<file path="config.mk">
export PLATFORM = sky130hd
export DESIGN_NAME = eviction_buffer
export DESIGN_NICKNAME = d
export VERILOG_FILES = /design/src/rtl/eviction_buffer.sv
export SDC_FILE = /design/constraint.sdc
export NUM_CORES = 2
export LEC_CHECK = 0
export CORE_MARGIN = 1.5
export CORE_UTILIZATION = 35
export DETAILED_ROUTE_END_ITERATION = 12
export GPL_ROUTABILITY_DRIVEN = 0
export HOLD_SLACK_MARGIN = 0.06
export SYNTH_ARGS = -nofsm -noshare
export SYNTH_HDL_FRONTEND = slang
export SYNTH_SLANG_ARGS = --single-unit
</file>
<file path="constraint.sdc">
create_clock -name clk -period 17.17 [get_ports clk]
set_input_delay 2.5755 -clock clk [delete_from_list [all_inputs] [get_ports clk]]
set_output_delay 2.5755 -clock clk [all_outputs]
set_load 0.01 [all_outputs]
</file>
<file path="src/rtl/eviction_buffer.sv">
// eviction_buffer: holds dirty lines evicted from L2 in a circular FIFO, serves
// combinational lookups for L2 misses, and drains one entry at a time to
// physical memory through a two-state write FSM.
// Optional build macro: EVICT_PERF_EN adds the wb_count and lookup_hit_count
// saturating performance counters.
module eviction_buffer #(
    parameter int DEPTH = 4
) (
    input  logic         clk,
    input  logic         rst,
    input  logic         alloc_valid,
    input  logic         alloc_dirty,
    input  logic [15:0]  alloc_addr,
    input  logic [255:0] alloc_data,
    output logic         alloc_ready,
    input  logic [15:0]  lookup_addr,
    output logic         lookup_hit,
    output logic [255:0] lookup_data,
    output logic         pmem_write,
    output logic [15:0]  pmem_address,
    output logic [255:0] pmem_wdata,
    input  logic         pmem_resp
`ifdef EVICT_PERF_EN
    ,
    output logic [15:0]  wb_count,
    output logic [15:0]  lookup_hit_count
`endif
);

    localparam int PTR_W = $clog2(DEPTH);
    localparam int CNT_W = PTR_W + 1;

    typedef enum logic {
        ST_IDLE  = 1'b0,
        ST_WRITE = 1'b1
    } state_t;

    // Entry storage; addresses keep only the line-number bits [15:5].
    logic [DEPTH-1:0] r_valid;
    logic [DEPTH-1:0] r_dirty;
    logic [10:0]      r_addr [DEPTH];
    logic [255:0]     r_data [DEPTH];

    logic [PTR_W-1:0] r_head;
    logic [PTR_W-1:0] r_tail;
    logic [CNT_W-1:0] r_count;

    state_t           r_state;
    logic             r_pmem_write;
    logic [10:0]      r_pmem_line;
    logic [255:0]     r_pmem_wdata;

    logic             w_push;
    logic             w_pop;
    logic             w_hit;
    logic [255:0]     w_hit_data;
    logic             w_unused_lsbs;

    // Offset bits inside a line never take part in matching or storage.
    assign w_unused_lsbs = ^{alloc_addr[4:0], lookup_addr[4:0]};

    // Readiness depends only on the registered count, never on a same-cycle pop.
    assign alloc_ready = (r_count < CNT_W'(DEPTH));

    // Clean evictions are accepted but never stored.
    assign w_push = alloc_valid & alloc_ready & alloc_dirty;
    assign w_pop  = (r_state == ST_WRITE) & pmem_resp;

    // Search oldest to youngest so the youngest match (nearest tail) wins.
    always_comb begin
        logic [PTR_W-1:0] idx;
        w_hit      = 1'b0;
        w_hit_data = '0;
        idx        = '0;
        for (int k = 0; k < DEPTH; k++) begin
            idx = r_head + PTR_W'(k);
            if (r_valid[idx] && r_dirty[idx] && (r_addr[idx] == lookup_addr[15:5])) begin
                w_hit      = 1'b1;
                w_hit_data = r_data[idx];
            end
        end
    end

    assign lookup_hit   = w_hit;
    assign lookup_data  = w_hit_data;
    assign pmem_write   = r_pmem_write;
    assign pmem_address = {r_pmem_line, 5'b0};
    assign pmem_wdata   = r_pmem_wdata;

    // Entry payload capture at the tail; payload needs no reset since valid gates it.
    always_ff @(posedge clk) begin
        if (w_push) begin
            r_addr[r_tail] <= alloc_addr[15:5];
            r_data[r_tail] <= alloc_data;
        end
    end

    // FIFO bookkeeping: valid bits, pointers and occupancy count.
    always_ff @(posedge clk) begin
        if (rst) begin
            r_valid <= '0;
            r_dirty <= '0;
            r_head  <= '0;
            r_tail  <= '0;
            r_count <= '0;
        end else begin
            if (w_pop) begin
                r_valid[r_head] <= 1'b0;
                r_dirty[r_head] <= 1'b0;
                r_head          <= r_head + 1'b1;
            end
            if (w_push) begin
                r_valid[r_tail] <= 1'b1;
                r_dirty[r_tail] <= 1'b1;
                r_tail          <= r_tail + 1'b1;
            end
            case ({w_push, w_pop})
                2'b10:   r_count <= r_count + 1'b1;
                2'b01:   r_count <= r_count - 1'b1;
                default: r_count <= r_count;
            endcase
        end
    end

    // Drain FSM: latch the head entry on entry to WRITE and hold it until pmem_resp.
    always_ff @(posedge clk) begin
        if (rst) begin
            r_state      <= ST_IDLE;
            r_pmem_write <= 1'b0;
            r_pmem_line  <= '0;
            r_pmem_wdata <= '0;
        end else begin
            case (r_state)
                ST_IDLE: begin
                    if (r_count != '0) begin
                        r_state      <= ST_WRITE;
                        r_pmem_write <= 1'b1;
                        r_pmem_line  <= r_addr[r_head];
                        r_pmem_wdata <= r_data[r_head];
                    end
                end
                ST_WRITE: begin
                    if (pmem_resp) begin
                        r_state      <= ST_IDLE;
                        r_pmem_write <= 1'b0;
                        r_pmem_line  <= '0;
                        r_pmem_wdata <= '0;
                    end
                end
                default: begin
                    r_state      <= ST_IDLE;
                    r_pmem_write <= 1'b0;
                end
            endcase
        end
    end

`ifdef EVICT_PERF_EN
    logic [15:0] r_wb_count;
    logic [15:0] r_lookup_hit_count;

    // Saturating counters of completed write-backs and cycles with a lookup hit.
    always_ff @(posedge clk) begin
        if (rst) begin
            r_wb_count         <= '0;
            r_lookup_hit_count <= '0;
        end else begin
            if (w_pop && (r_wb_count != 16'hFFFF)) begin
                r_wb_count <= r_wb_count + 16'd1;
            end
            if (w_hit && (r_lookup_hit_count != 16'hFFFF)) begin
                r_lookup_hit_count <= r_lookup_hit_count + 16'd1;
            end
        end
    end

    assign wb_count         = r_wb_count;
    assign lookup_hit_count = r_lookup_hit_count;
`endif

endmodule

</file>
==> flow_summary.json <==
{
  "die_h_um": 467.3,
  "die_w_um": 467.3,
  "clock_sinks": 1354,
  "htree_levels": 4,
  "seqPwrFrac": 0.389,
  "tightestPinTransition_ps": 1211,
  "ys_seq_area_frac": 0.5010,
  "ys_ff_latch": 1354,
  "r2r_start": "r_count[2]",
  "hold_start": "pmem_wdata[212]",
  "cts_buffers": 158,
  "wl_met1_um": 102100,
  "worstPathMaxFanout": 85,
  "synthTopCellsByArea": "edfxtp_1, mux4_2, dfxtp_1",
  "dieArea_um2": 218300,
  "grt_use_total": 0.2381,
  "grt_overflow": 0,
  "ys.flop_type": "edfxtp_1",
  "hpwl_um": 161700,
  "cts_tree": "yes",
  "synth_async_sr_flop_share": 0,
  "post-route-period-util": 0.6775,
  "synth.top_cell.area_share": 0.4251,
  "cts.path.max_buffers": 3,
  "r2r_setup_slack_ps": 12910,
  "pwr-share-comb": 0.272,
  "rsz0062_at_grt": "false",
  "nNetsFinal": 6326,
  "drive_above_1_share": 0.2122,
  "grt_max_degree": 145,
  "ant_nets": 0,
  "finalWirelength_um": 268600,
  "synth_edf_count": 1068,
  "min_to": "pmem_wdata[212]",
  "yosysWarningCount": 0,
  "drt_iter0_markers": 5862,
  "arrival_ps": 9060,
  "p_int_uw": 7049,
  "rows": 170,
  "status": "complete, no violations",
  "postCtsSetupRepairBufs": 0,
  "drc_errors": 0,
  "num_io_pins": 824,
  "fillCellCount": 19370,
  "coreArea_um2": 214400,
  "swShare": 0.3071,
  "max_freq_ghz": 0.08596,
  "first_pass_iters": 6,
  "multi_input_area_um2": 35210,
  "netlist_instances": 5549,
  "powerDensity_nw_per_um2": 111.7,
  "hold_ws_ps": 461.0,
  "critPathLaunchType": "flip-flop",
  "vias_per_cell": 6.288,
  "yosys.area.top_type": "edfxtp_1",
  "p_leak_uw": 0.02768,
  "reg2reg_depth": 6,
  "ys_top_cells_by_count": "edfxtp_1, mux4_2, nand2_1, o21ai_0, clkbuf_1",
  "drv_cap": 0,
  "ff_latch_area_um2": 37810,
  "syn_area_um2": 75440,
  "p_sw_uw": 3125,
  "clock_latency_ps": 840,
  "start_util": 0.3519,
  "final.min_clock_period_ps": 11630,
  "syn_avg_cell_area_um2": 13.60,
  "worstPathRequired_ps": 14590,
  "final_core_util": 0.4247,
  "grt_pass1_wl_um": 385900,
  "cts_root_buf": "clkbuf_16",
  "final_hold_viol_count": 0,
  "antenna_found_initial": 52,
  "fin_skew_ps": 30.10,
  "drt-wirelength-per-cell_um": 29.76,
  "finalSetupViolCount": 0,
  "via_count": 56740,
  "synth_most_common_cell": "edfxtp_1",
  "route.met3.wl_um": 28700,
  "wl_met2_um": 124100,
  "slew_headroom": 0.1928,
  "numPortBuffers": 808,
  "clkTransAtPathRegs_ps": 60,
  "peakVddDrop_mv": 0.1057,
  "rr_endpoint": "r_data[0][130]",
  "power.share.clock": 0.339,
  "holdPathStages": 2,
  "min_path_type": "flip-flop to flip-flop",
  "worstSetupPathType": "flip-flop to primary output",
  "setup_tns_ps": 0,
  "worstSetupStartpoint": "r_head[1]",
  "slew_violations": 0,
  "areaGrowthSynthToFinish_pct": 20.70,
  "end_kind": "primary output",
  "hold_buffers": 0,
  "highest_layer": "met5",
  "ys_types": 55,
  "grt_pass1_vias": 54560,
  "cts-resized-gates": 0
}
==> how the worst max path moves through the flow <==
stage / end / slack [ps] / depth (start not counted)
floorplan: r_addr[0][0] / 8320 / 4
global placement: lookup_data[185] / 6410 / 14
detailed placement: lookup_data[185] / 6400 / 14
CTS: lookup_data[185] / 5440 / 14
global route: lookup_data[123] / 5150 / 13
finish: lookup_data[185] / 5540 / 14
==> worst max-delay path: stages (launching register included) <==
cell	delay, ps
dfxtp_4	790
inv_1	340
ha_4	760
buf_4	820
buf_4	680
mux4_2	620
xnor2_1	230
nand4_1	210
or3_4	750
nor2_4	240
buf_4	430
buf_4	830
a221oi_1	210
o21ai_0	460
clkdlybuf4s50_1	640
==> power by group through the flow <==
stage	Combinational (uW)	Clock [uW]	Sequential, uW
2_1_floorplan	1700	0	4050
3_3_place_gp	2740	0	4010
3_5_place_dp	2770	0	4020
4_1_cts	2780	3510	3950
5_1_grt	2950	3630	3980
6_report	2770	3450	3960
==> cell usage in the layout, fill, tap and decap left out, drive strengths merged, types with 5 or more instances in the layout <==
| cell type | synthesis | routed |
|---|---|---|
| nor4 | 5 | 5 |
| a22o | 61 | 61 |
| mux2 | 125 | 125 |
| o2111ai | 126 | 126 |
| diode | 0 | 30 |
| a21oi | 348 | 348 |
| a21o | 124 | 124 |
| inv | 17 | 26 |
| nand3 | 335 | 335 |
| xnor2 | 25 | 25 |
| xor2 | 20 | 20 |
| bufinv | 0 | 14 |
| a2bb2oi | 124 | 124 |
| o21ai | 517 | 517 |
| buf | 179 | 108 |
| a221oi | 133 | 133 |
| clkdlybuf4s50 | 0 | 807 |
| ha | 9 | 9 |
| nand2 | 617 | 617 |
| nor2 | 14 | 14 |
| nor3 | 6 | 6 |
| dfxtp | 286 | 286 |
| mux2i | 151 | 151 |
| mux4 | 805 | 805 |
| edfxtp | 1068 | 1068 |
| conb | 1 | 5 |
| clkinv | 0 | 43 |
| clkbuf | 426 | 225 |
==> cell type report <==
class	instances	share of cell area
flip-flops and latches	1354	0.4152
clock inverters	67	0.008753
well taps	2838	0.03900
repair buffers	915	0.09934
multi-input cells	3577	0.3866
inverters	17	0.001031
clock buffers	225	0.04918
diodes	30	0.0008244
==> flip-flops by register name, summed over array words and instances, names as in the netlist, named ones only <==
name	count
r_data	1024
pmem_wdata	256
r_addr	44
r_pmem_line	11
r_dirty	4
r_valid	4
r_count	3
r_head	2
r_tail	2
pmem_write	1
r_state	1
==> cells by family after synthesis <==
kind of cell,after synthesis,synth area share
xor+xnor,45,0.005224
compound gates,1446,0.1229
fa+ha+maj,10,0.001758
flops,1354,0.5010
other cells,1,0.00004971
mux,1081,0.2790
simple gates,990,0.05583
buf+inv,622,0.03422
==> per-stage QoR <==
step,setup slack [ps],area [um2],total power [uW],instances
after floorplan,8318,75450,5753,5553
after global placement,6409,85710,6745,8701
after detailed placement,6402,85710,6787,8701
after CTS,5440,90980,10240,8993
after global routing,5150,91040,10560,9015
final,5537,91060,10170,9023
==> per-layer routing <==
metal	vias to the layer above	GRT usage
met5	-	0
met4	44	0.1186
met3	510	0.07166
li1	23610	-
met1	29440	0.3025
met2	3135	0.3689
No activity file was read; power rests on OpenSTA's default activity.
